===== src/rtl/boot_pkg.sv =====
// Shared types and byte constants for the UART boot loader.
package boot_pkg;

  typedef enum logic [2:0] {
    IDLE,
    LEN0,
    LEN1,
    DATA,
    CSUM,
    DONE,
    ERROR
  } state_e;

  localparam logic [7:0] START_BYTE = 8'hA5;
  localparam logic [7:0] ACK_BYTE   = 8'h06;
  localparam logic [7:0] NAK_BYTE   = 8'h15;

endpackage


===== src/rtl/uart_boot_loader_if.sv =====
// Bundle of UART rx/tx handshake, instruction-memory write port and core status.
interface uart_boot_loader_if;
  logic        rx_valid;
  logic [7:0]  rx_byte;
  logic        tx_busy;
  logic        tx_start;
  logic [7:0]  tx_byte;
  logic        imem_we;
  logic [31:0] imem_addr;
  logic [31:0] imem_wdata;
  logic        cpu_hold;
  logic        load_done;
  logic        load_error;

  modport master (
    input  rx_valid, rx_byte, tx_busy,
    output tx_start, tx_byte, imem_we, imem_addr, imem_wdata,
           cpu_hold, load_done, load_error
  );

  modport slave (
    output rx_valid, rx_byte, tx_busy,
    input  tx_start, tx_byte, imem_we, imem_addr, imem_wdata,
           cpu_hold, load_done, load_error
  );
endinterface


===== src/rtl/boot_word_packer.sv =====
// Collects four little-endian bytes into a 32-bit word; word/word_ready are
// combinational in the cycle of the 4th byte so the caller can register them.
module boot_word_packer (
  input  logic        clk,
  input  logic        reset,
  input  logic        clear,
  input  logic        valid,
  input  logic [7:0]  byte_in,
  output logic        word_ready,
  output logic [31:0] word
);

  logic [1:0]  byte_cnt;
  logic [23:0] shreg;

  assign word_ready = valid && (byte_cnt == 2'd3);
  assign word       = {byte_in, shreg};

  always_ff @(posedge clk or posedge reset) begin
    if (reset) begin
      byte_cnt <= 2'd0;
      shreg    <= 24'd0;
    end else if (clear) begin
      byte_cnt <= 2'd0;
      shreg    <= 24'd0;
    end else if (valid) begin
      byte_cnt <= byte_cnt + 2'd1;
      shreg    <= {byte_in, shreg[23:8]};
    end
  end

endmodule


===== src/rtl/uart_boot_loader.sv =====
// Frame receiver that loads instruction memory over UART and gates the core's reset.
//   state | meaning
//   IDLE  | core held, waiting for START (also where errors land)
//   LEN0  | expecting word-count low byte
//   LEN1  | expecting word-count high byte, range check
//   DATA  | packing bytes into words, writing imem
//   CSUM  | comparing checksum byte with running sum
//   DONE  | image good, core released until next START
//   ERROR | transient; error handling goes straight back to IDLE
module uart_boot_loader
  import boot_pkg::*;
#(
  parameter int IMEM_WORDS_LOG2 = 6,
  parameter int TIMEOUT_CYCLES  = 1000000
) (
  input  logic                  clk,
  input  logic                  reset,
  uart_boot_loader_if.master    bus
);

  localparam int          IW        = IMEM_WORDS_LOG2 + 1;
  localparam int          TW        = $clog2(TIMEOUT_CYCLES + 1);
  localparam logic [TW-1:0] TMO_LOAD = TW'(TIMEOUT_CYCLES);
  localparam logic [16:0] MAX_WORDS = 17'(1) << IMEM_WORDS_LOG2;

  state_e          state;
  logic [15:0]     len;
  logic [IW-1:0]   word_index;
  logic [7:0]      sum;
  logic [TW-1:0]   tmo_cnt;
  logic            pending;
  logic [7:0]      resp_byte;

  logic            frame_start;
  logic            byte_valid;
  logic            word_ready;
  logic [31:0]     word;
  logic            tmo_active;
  logic            tmo_hit;
  logic [15:0]     len_next;
  logic            len_bad;
  logic            csum_ok;
  logic            csum_bad;
  logic            err_now;
  logic            last_word;

  always_comb begin
    frame_start = bus.rx_valid && (bus.rx_byte == START_BYTE) &&
                  ((state == IDLE) || (state == DONE));
    byte_valid  = bus.rx_valid && (state == DATA);
    tmo_active  = (state == LEN0) || (state == LEN1) ||
                  (state == DATA) || (state == CSUM);
    // A byte arriving in the expiry cycle takes priority over the timeout.
    tmo_hit     = tmo_active && !bus.rx_valid && (tmo_cnt == TW'(1));
    len_next    = {bus.rx_byte, len[7:0]};
    len_bad     = (state == LEN1) && bus.rx_valid && ({1'b0, len_next} > MAX_WORDS);
    csum_ok     = (state == CSUM) && bus.rx_valid && (bus.rx_byte == sum);
    csum_bad    = (state == CSUM) && bus.rx_valid && (bus.rx_byte != sum);
    err_now     = tmo_hit || len_bad || csum_bad;
    last_word   = (16'(word_index) == (len - 16'd1));
  end

  boot_word_packer u_packer (
    .clk        (clk),
    .reset      (reset),
    .clear      (frame_start),
    .valid      (byte_valid),
    .byte_in    (bus.rx_byte),
    .word_ready (word_ready),
    .word       (word)
  );

  always_ff @(posedge clk or posedge reset) begin
    if (reset) begin
      state          <= IDLE;
      len            <= 16'd0;
      word_index     <= '0;
      sum            <= 8'd0;
      tmo_cnt        <= '0;
      pending        <= 1'b0;
      resp_byte      <= 8'd0;
      bus.tx_start   <= 1'b0;
      bus.tx_byte    <= 8'd0;
      bus.imem_we    <= 1'b0;
      bus.imem_addr  <= 32'd0;
      bus.imem_wdata <= 32'd0;
      bus.cpu_hold   <= 1'b1;
      bus.load_done  <= 1'b0;
      bus.load_error <= 1'b0;
    end else begin
      bus.tx_start <= 1'b0;
      bus.imem_we  <= 1'b0;

      if (pending && !bus.tx_busy) begin
        bus.tx_start <= 1'b1;
        bus.tx_byte  <= resp_byte;
        pending      <= 1'b0;
      end

      if (word_ready) begin
        bus.imem_we    <= 1'b1;
        bus.imem_addr  <= {{(30 - IW){1'b0}}, word_index, 2'b00};
        bus.imem_wdata <= word;
      end

      if (bus.rx_valid) begin
        tmo_cnt <= TMO_LOAD;
      end else if (tmo_active && (tmo_cnt != '0)) begin
        tmo_cnt <= tmo_cnt - TW'(1);
      end

      case (state)
        IDLE, DONE: begin
          if (frame_start) begin
            state          <= LEN0;
            word_index     <= '0;
            sum            <= 8'd0;
            bus.cpu_hold   <= 1'b1;
            bus.load_done  <= 1'b0;
            bus.load_error <= 1'b0;
          end
        end
        LEN0: begin
          if (bus.rx_valid) begin
            len[7:0] <= bus.rx_byte;
            state    <= LEN1;
          end
        end
        LEN1: begin
          if (bus.rx_valid) begin
            len[15:8] <= bus.rx_byte;
            if (!len_bad) state <= (len_next == 16'd0) ? CSUM : DATA;
          end
        end
        DATA: begin
          if (bus.rx_valid) begin
            sum <= sum + bus.rx_byte;
            if (word_ready) begin
              word_index <= word_index + IW'(1);
              if (last_word) state <= CSUM;
            end
          end
        end
        CSUM: begin
          if (csum_ok) begin
            state         <= DONE;
            bus.cpu_hold  <= 1'b0;
            bus.load_done <= 1'b1;
            pending       <= 1'b1;
            resp_byte     <= ACK_BYTE;
          end
        end
        default: state <= IDLE;
      endcase

      // Errors override whatever the state branch chose; written words are kept.
      if (err_now) begin
        state          <= IDLE;
        bus.cpu_hold   <= 1'b1;
        bus.load_done  <= 1'b0;
        bus.load_error <= 1'b1;
        pending        <= 1'b1;
        resp_byte      <= NAK_BYTE;
      end
    end
  end

endmodule


===== src/flat_wrapper.sv =====
// flat-port wrapper written by rule: the top's interface ports become plain ports
module uart_boot_loader_flat import boot_pkg::*;
#(
  parameter int IMEM_WORDS_LOG2 = 6,
  parameter int TIMEOUT_CYCLES  = 1000000
)
  (clk, reset, bus_rx_valid, bus_rx_byte, bus_tx_busy, bus_tx_start, bus_tx_byte, bus_imem_we, bus_imem_addr, bus_imem_wdata, bus_cpu_hold, bus_load_done, bus_load_error);
  uart_boot_loader_if bus_i ();
  input  logic clk;
  input  logic reset;
  input wire logic [$bits(bus_i.rx_valid)-1:0] bus_rx_valid;
  input wire logic [$bits(bus_i.rx_byte)-1:0] bus_rx_byte;
  input wire logic [$bits(bus_i.tx_busy)-1:0] bus_tx_busy;
  output wire logic [$bits(bus_i.tx_start)-1:0] bus_tx_start;
  output wire logic [$bits(bus_i.tx_byte)-1:0] bus_tx_byte;
  output wire logic [$bits(bus_i.imem_we)-1:0] bus_imem_we;
  output wire logic [$bits(bus_i.imem_addr)-1:0] bus_imem_addr;
  output wire logic [$bits(bus_i.imem_wdata)-1:0] bus_imem_wdata;
  output wire logic [$bits(bus_i.cpu_hold)-1:0] bus_cpu_hold;
  output wire logic [$bits(bus_i.load_done)-1:0] bus_load_done;
  output wire logic [$bits(bus_i.load_error)-1:0] bus_load_error;
  assign bus_i.rx_valid = bus_rx_valid;
  assign bus_i.rx_byte = bus_rx_byte;
  assign bus_i.tx_busy = bus_tx_busy;
  assign bus_tx_start = bus_i.tx_start;
  assign bus_tx_byte = bus_i.tx_byte;
  assign bus_imem_we = bus_i.imem_we;
  assign bus_imem_addr = bus_i.imem_addr;
  assign bus_imem_wdata = bus_i.imem_wdata;
  assign bus_cpu_hold = bus_i.cpu_hold;
  assign bus_load_done = bus_i.load_done;
  assign bus_load_error = bus_i.load_error;
  uart_boot_loader #(.IMEM_WORDS_LOG2(IMEM_WORDS_LOG2), .TIMEOUT_CYCLES(TIMEOUT_CYCLES)) u_core (.clk(clk), .reset(reset), .bus(bus_i));
endmodule

===== config.mk =====
export PLATFORM = sky130hd
export DESIGN_NAME = uart_boot_loader_flat
export DESIGN_NICKNAME = d
export VERILOG_FILES = /design/src/rtl/boot_pkg.sv /design/src/rtl/uart_boot_loader_if.sv /design/src/rtl/boot_word_packer.sv /design/src/rtl/uart_boot_loader.sv /design/src/flat_wrapper.sv
export SDC_FILE = /design/constraint.sdc
export NUM_CORES = 1
export LEC_CHECK = 0
export ABC_AREA = 1
export CORE_UTILIZATION = 45
export DETAILED_ROUTE_END_ITERATION = 10
export DONT_BUFFER_PORTS = 1
export GPL_ROUTABILITY_DRIVEN = 0
export MAX_ROUTING_LAYER = met4
export SYNTH_ARGS = -nofsm -noshare
export SYNTH_HDL_FRONTEND = slang
export SYNTH_SLANG_ARGS = --single-unit

===== constraint.sdc =====
create_clock -name clk -period 3.7 [get_ports clk]
set_clock_uncertainty 0.2 [all_clocks]
set_input_delay 0.185 -clock clk [delete_from_list [all_inputs] [get_ports clk]]
set_output_delay 0.185 -clock clk [all_outputs]
set_load 0.01 [all_outputs]

# --- After elaboration in Yosys (flattened, before gate mapping) ---
# Cells that the tools add are included.
word_totals:
  ff_bits: 141
  inputBits: 12
op_classes:
  order_cmp: 1
  mux: 43
  eq_ne: 22
  n_addsub: 5
  n_reduce_logical: 41
op_table:
  columns: ["operator", "count"]
  rows:
  - ["$mux 24", 2]
  - ["$mux 20", 2]
  - ["$mux 8", 5]
  - ["$mux 3", 10]
  - ["$mux 7", 3]
  - ["$eq 20x1->1 const B", 1]
  - ["$reduce_bool 20->1", 1]
  - ["$sub 20x1->20 const B", 1]
  - ["$eq 7x16->1", 1]
  - ["$gt 16x7->1 const B", 1]
  - ["$logic_not 16->1", 1]
  - ["$pmux 8 s2", 1]
  - ["$sub 16x1->16 const B", 1]
  - ["$pmux 3 s5", 1]
  - ["$mux 1", 14]
  - ["$pmux 7 s2", 1]
  - ["$reduce_bool 2->1", 7]
  - ["$logic_and 1x1->1", 13]
  - ["$ne 3x2->1 const B", 4]
  - ["$ne 3x1->1 const B", 3]
  - ["$add 8x8->8", 1]
  - ["$eq 8x8->1", 1]
  - ["$eq 8x8->1 const B", 1]
  - ["$ne 8x8->1", 1]
  - ["other kinds (20)", 35]

# --- Longest topological paths before layout ---
depth:
  depth_word: 10
  ltp_mapped: 15

# --- Cells and area by module ---
# Synthesis repeated with hierarchy kept, for this count alone.
unflattened:
  cells_unflattened: 799
  area_unflattened_um2: 6800.3
by_module_without_submodules:
  columns: ["module", "area_per_inst_um2", "seq_area_each_um2", "n_inst", "cells_per_inst"]
  rows:
  - ["uart_boot_loader", 5667.9, 2628.8, 1, 673]
  - ["boot_word_packer", 1132.3, 650.6, 1, 126]

# --- Least setup slack after synthesis ---
# No wires, ideal clock.
synth_path:
  path_kind: "register -> register"
  start: "register u_core.sum[0]"
  end: "register u_core.sum[6]"
  slack_ns: 1.716
  n_path_buf: 0
  setup_time_ns: 0.127
  period_less_slack_ns: 1.984
  stages_incl_launch_ff: 10
  arrival_time_ns: 1.656
  path_cell_list: "dfrtp_1 -> ha_1 -> fa_1 -> a21oi_1 -> o21ai_0 -> nand2_1 -> nand2_1 -> a21oi_1 -> xor2_1 -> o31ai_1"
synth_via:
  elab_chain_len: 3
synth_lines:
  columns: ["item", "line_no", "source"]
  rows:
  - ["from (decl)", "uart_boot_loader.sv:29", "logic [7:0] sum;"]
  - ["from (signal assigned)", "uart_boot_loader.sv:137", "sum <= sum + bus.rx_byte;"]
  - ["$add 8x8->8", "uart_boot_loader.sv:137", null]
  - ["$mux 8", "uart_boot_loader.sv:136", "if (bus.rx_valid) begin"]
  - ["$pmux 8 s2", "uart_boot_loader.sv:112", "case (state)"]
# Every way passes these cells. The select of a mux whose other input is x is not followed.
# A chain may end at the register's enable or synchronous reset.

# --- Worst setup path in the final report ---
layout_path:
  start: "register u_core.state[2]"
  end: "register u_core.bus.imem_wdata[7]"
layout_via:
  elab_chain_len: 3
layout_lines:
  columns: ["item", "line_no", "source"]
  rows:
  - ["from (decl)", "uart_boot_loader.sv:26", "state_e state;"]
  - ["from (signal assigned)", "uart_boot_loader.sv:132", "if (!len_bad) state <= (len_next == 16'd0) ? CSUM : DATA;"]
  - ["$eq 3x2->1", "uart_boot_loader.sv:50", "byte_valid = bus.rx_valid && (state == DATA);"]
  - ["$logic_and 1x1->1", "uart_boot_loader.sv:50", null]
  - ["$logic_and 1x1->1", "boot_word_packer.sv:16", "assign word_ready = valid && (byte_cnt == 2'd3);"]
  - ["to (signal assigned)", "uart_boot_loader.sv:103", "bus.imem_wdata <= word;"]
  - ["to (decl)", "uart_boot_loader_if.sv:17", "output tx_start, tx_byte, imem_we, imem_addr, imem_wdata,"]
# Every way passes these cells.

==> results.md <==
* Post-CTS resize count at 0
* Critical Path Start: u_core.state[2]
* Clk network pwr share at between 30% and 40%
* Tcrit/Tclk final at a little over two thirds
* Final Max Slew Viols at 0
* Leakage at about 0.0037 uW
* Ys async rst share at between 90% and 100%
* Required time of the critical path at around 3.8 ns
* VDD IR-drop max at 0.000446 V
* First-pass GRT wire length at ~25,000 um
* Sequential area share after synthesis at between 40 and 50%
* Final Hold Viols at 0
* Seq pwr share at 38.3%
* Total Wirelength at between 10,000 and 15,000 um
* Cells after Synth at 810
* Filler Cell Count at approximately 1.3k
* Sw Ratio at between 30% and 40%
* H-tree lvl count at 4
* Layout cells sized above 1 at under 10%
* Top FF cell, synth: dfrtp_1
* Worst setup EP type: flip-flop
* Yosys reg bits at around 130
* Antenna diode count at 0
* Core area at 0.0145 sq mm
* Register Area at around 0.0033 sq mm
* HPWL after DPL at ~11,000 um
* WP data arrival at approximately 2.7 ns
* Final number of setup-violating endpoints at 0
* Hold Startpoint: bus_rx_byte[6]
* First-pass DRT Iterations at 5
* Max Cap Viol at 0
* Syn Area/Cell at approximately 8.2 sq um
* Grt total ovfl at 0
* Clock-pin slew of the registers on the worst-case setup and hold paths at roughly 0.06 ns
* Final antenna-violating net count at 0
* Post-synth EDFFs at 0
* Post-synthesis cell type count at 45
* Port bufs at 0
* Synthesized area at between 0.006 and 0.007 sq mm
* Post-synth top area cell: dfrtp_1
* Total die area at roughly 0.015 sq mm
* NetSw at 2200 uW
* Number of global-route vias before repair at ~5k
* 1st-iter DRT viols at 388
* Vias post-DR at between 5k and 6k
* Cell with the most instances after synthesis: nand2_1
* Die width at ~120 um
* Relative max-transition margin at just over 50%
* Cell Int Power at about 3800 uW
* Initial antenna violation count at 0
* Synth top area share at 48.9%
* Multi-input gate area at between 0.002 and 0.003 sq mm
* DR vias/cell at 5.10
* Yosys warning count at 0
* Status: finished, final reports clean
* Actual slew at the worst max-slew pin at 0.743 ns
* Drt wl/cell at about 15 um
* Die Span Y at 124 um
* P&R area growth vs syn at 12.4%
* CTS Buf Count at 17
* CTS Sinks at 131
* Worst setup SP type: flip-flop
* Power per cell area at 797 mW/mm^2
* Worst min-delay path category: in2reg
* Std-Cell Rows at 44
* Synth area leaders: dfrtp_1 (49%), nand2_1 (11%), o21ai_0 (6.2%)
* Setup TNS at 0 ns
* Synth top cells by count: nand2_1 (190), dfrtp_1 (130), inv_1 (107)
* Largest net degree at the start of global routing at 71
* DRC errors left at 0
* Max frequency at roughly 0.38 GHz
* Setup CP Type: reg2reg
* Unrepaired setup endpoints after global routing: false
* Worst skew pair latency at 0.42 ns
* CTS root buf: clkbuf_16
* Crit-path max FO at 64
* Clock period minus worst slack at 2.60 ns
* CTS tree: done
* Initial Utilization at roughly 46%
* Reg2reg start: u_core.state[2]
* GRT Overall Usage at approximately 22%
* Final net count at between 800 and 900
* Non-Filler Instances at roughly 1.0k
* Combinational power share at 30.3%
* CTS max path bufs at 2
* Num ports at slightly below 90
* DP Cell Count at 978
final timing paths:
| kind | end | slack, ns | cells past startpoint |
|---|---|---|---|
| worst min-delay path | u_core.sum[7] | 0.02 | 4 |
| worst max register to register | u_core.bus.imem_wdata[7] | 1.10 | 7 |
| worst max-delay path | u_core.bus.imem_wdata[7] | 1.10 | 7 |
| min in group asynchronous | u_core.u_packer.shreg[14] | 0.16 | 2 |
| max in group asynchronous | u_core.bus.cpu_hold | 2.25 | 3 |
| worst min register to register | u_core.resp_byte[2] | 0.25 | 2 |
registers in the layout (all words and copies together), names as in the netlist:
signal,flops
u_core.pending,1
u_core.bus.imem_addr,7
u_core.bus.cpu_hold,1
u_core.tmo_cnt,20
u_core.len,16
u_core.bus.imem_we,1
u_core.bus.load_done,1
u_core.bus.tx_byte,3
u_core.bus.load_error,1
u_core.bus.tx_start,1
u_core.u_packer.shreg,24
u_core.resp_byte,3
u_core.word_index,7
u_core.sum,8
u_core.state,3
u_core.bus.imem_wdata,32
u_core.u_packer.byte_cnt,2
kinds of logic after synthesis:
group / after synthesis / share of synthesized area, %
simple gates: 349 / 23.5
buf+inv: 163 / 11.4
compound gates: 146 / 12.2
flops: 131 / 49.3
fa+ha+maj: 14 / 2.75
xor+xnor: 6 / 0.790
other cells: 1 / 0.0564
metrics by stage:
| stage | utilization, % | cell area [sq um] | worst slack (ns) | hold WS (ns) | total power (uW) |
|---|---|---|---|---|---|
| finish | 51.6 | 7480 | 1.10 | 0.0160 | 5960 |
| global route | 51.6 | 7480 | 0.853 | 0.0220 | 6410 |
| CTS | 51.6 | 7480 | 1.08 | 0.00316 | 5990 |
| detailed placement | 46.3 | 6710 | 1.10 | 0.0200 | 4080 |
| global placement | 46.3 | 6710 | 1.23 | 0.0169 | 4020 |
| floorplan | - | 6760 | 1.69 | 0.0726 | 3680 |
per-layer routing:
layer	wire, um	vias to the layer above	global-route usage, %
met1	7170	2472	30.1
met2	6780	119	33.0
met4	164	0	6.02
met5	0	-	-
li1	-	2602	-
met3	768	15	6.23
critical path, cell delays in order, from the launching register on:
cell	delay, ns
dfrtp_1	0.44
nor2_1	0.19
nand2_1	0.18
nor2_2	0.49
nand2_2	0.33
buf_4	0.40
nand2_1	0.12
o21ai_0	0.08
power by group through the flow:
stage	logic (uW)	clock network [uW]	registers [uW]
3_3_place_gp	1730	0	2290
4_1_cts	1810	1900	2280
5_1_grt	2100	1970	2340
3_5_place_dp	1780	0	2300
2_1_floorplan	1480	0	2200
6_report	1810	1870	2280
placed cells by master (no fill, tap or decap), types with 2 or more instances in the layout:
master,netlist,final
nand2_1,190,190
dfrtp_1,130,130
inv_1,107,106
o21ai_0,82,82
nor2_1,63,63
nand3_1,38,38
conb_1,1,29
o22ai_1,20,20
a21oi_1,18,18
clkbuf_16,0,17
nand4_1,14,14
ha_1,13,13
nor3_1,12,12
dlygate4sd3_1,0,11
nand3b_1,8,8
inv_2,7,7
o31ai_1,6,6
o21ai_1,6,6
nor2_2,5,5
nand3_2,5,5
bufinv_16,0,5
nor2_4,3,3
xor2_1,3,3
a22o_1,3,3
xnor2_1,3,3
clkinvlp_4,0,3
nand2_2,3,3
buf_4,32,3
o21bai_1,2,2
nand2_4,2,2
a31oi_1,2,2
nor4_1,2,2
a21oi_2,2,2
clkbuf_8,1,2
inv_6,0,2
clkinv_2,0,2
what timing repair did:
item,in CTS,in global routing
endpoints found under the setup margin,0,0
endpoints found under the hold margin,91,0
hold buffers,11,0
buffers inserted,0,0
final cells by class:
class / instances / share of cell area (%)
Clock buffer: 20 / 6.11
Clock inverter: 12 / 2.69
Multi-Input combinational cell: 544 / 36.4
Inverter: 115 / 5.82
Sequential cell: 131 / 43.9
Timing Repair Buffer: 15 / 2.04
Tap cell: 184 / 3.08
(Power assumes the default switching activity.)
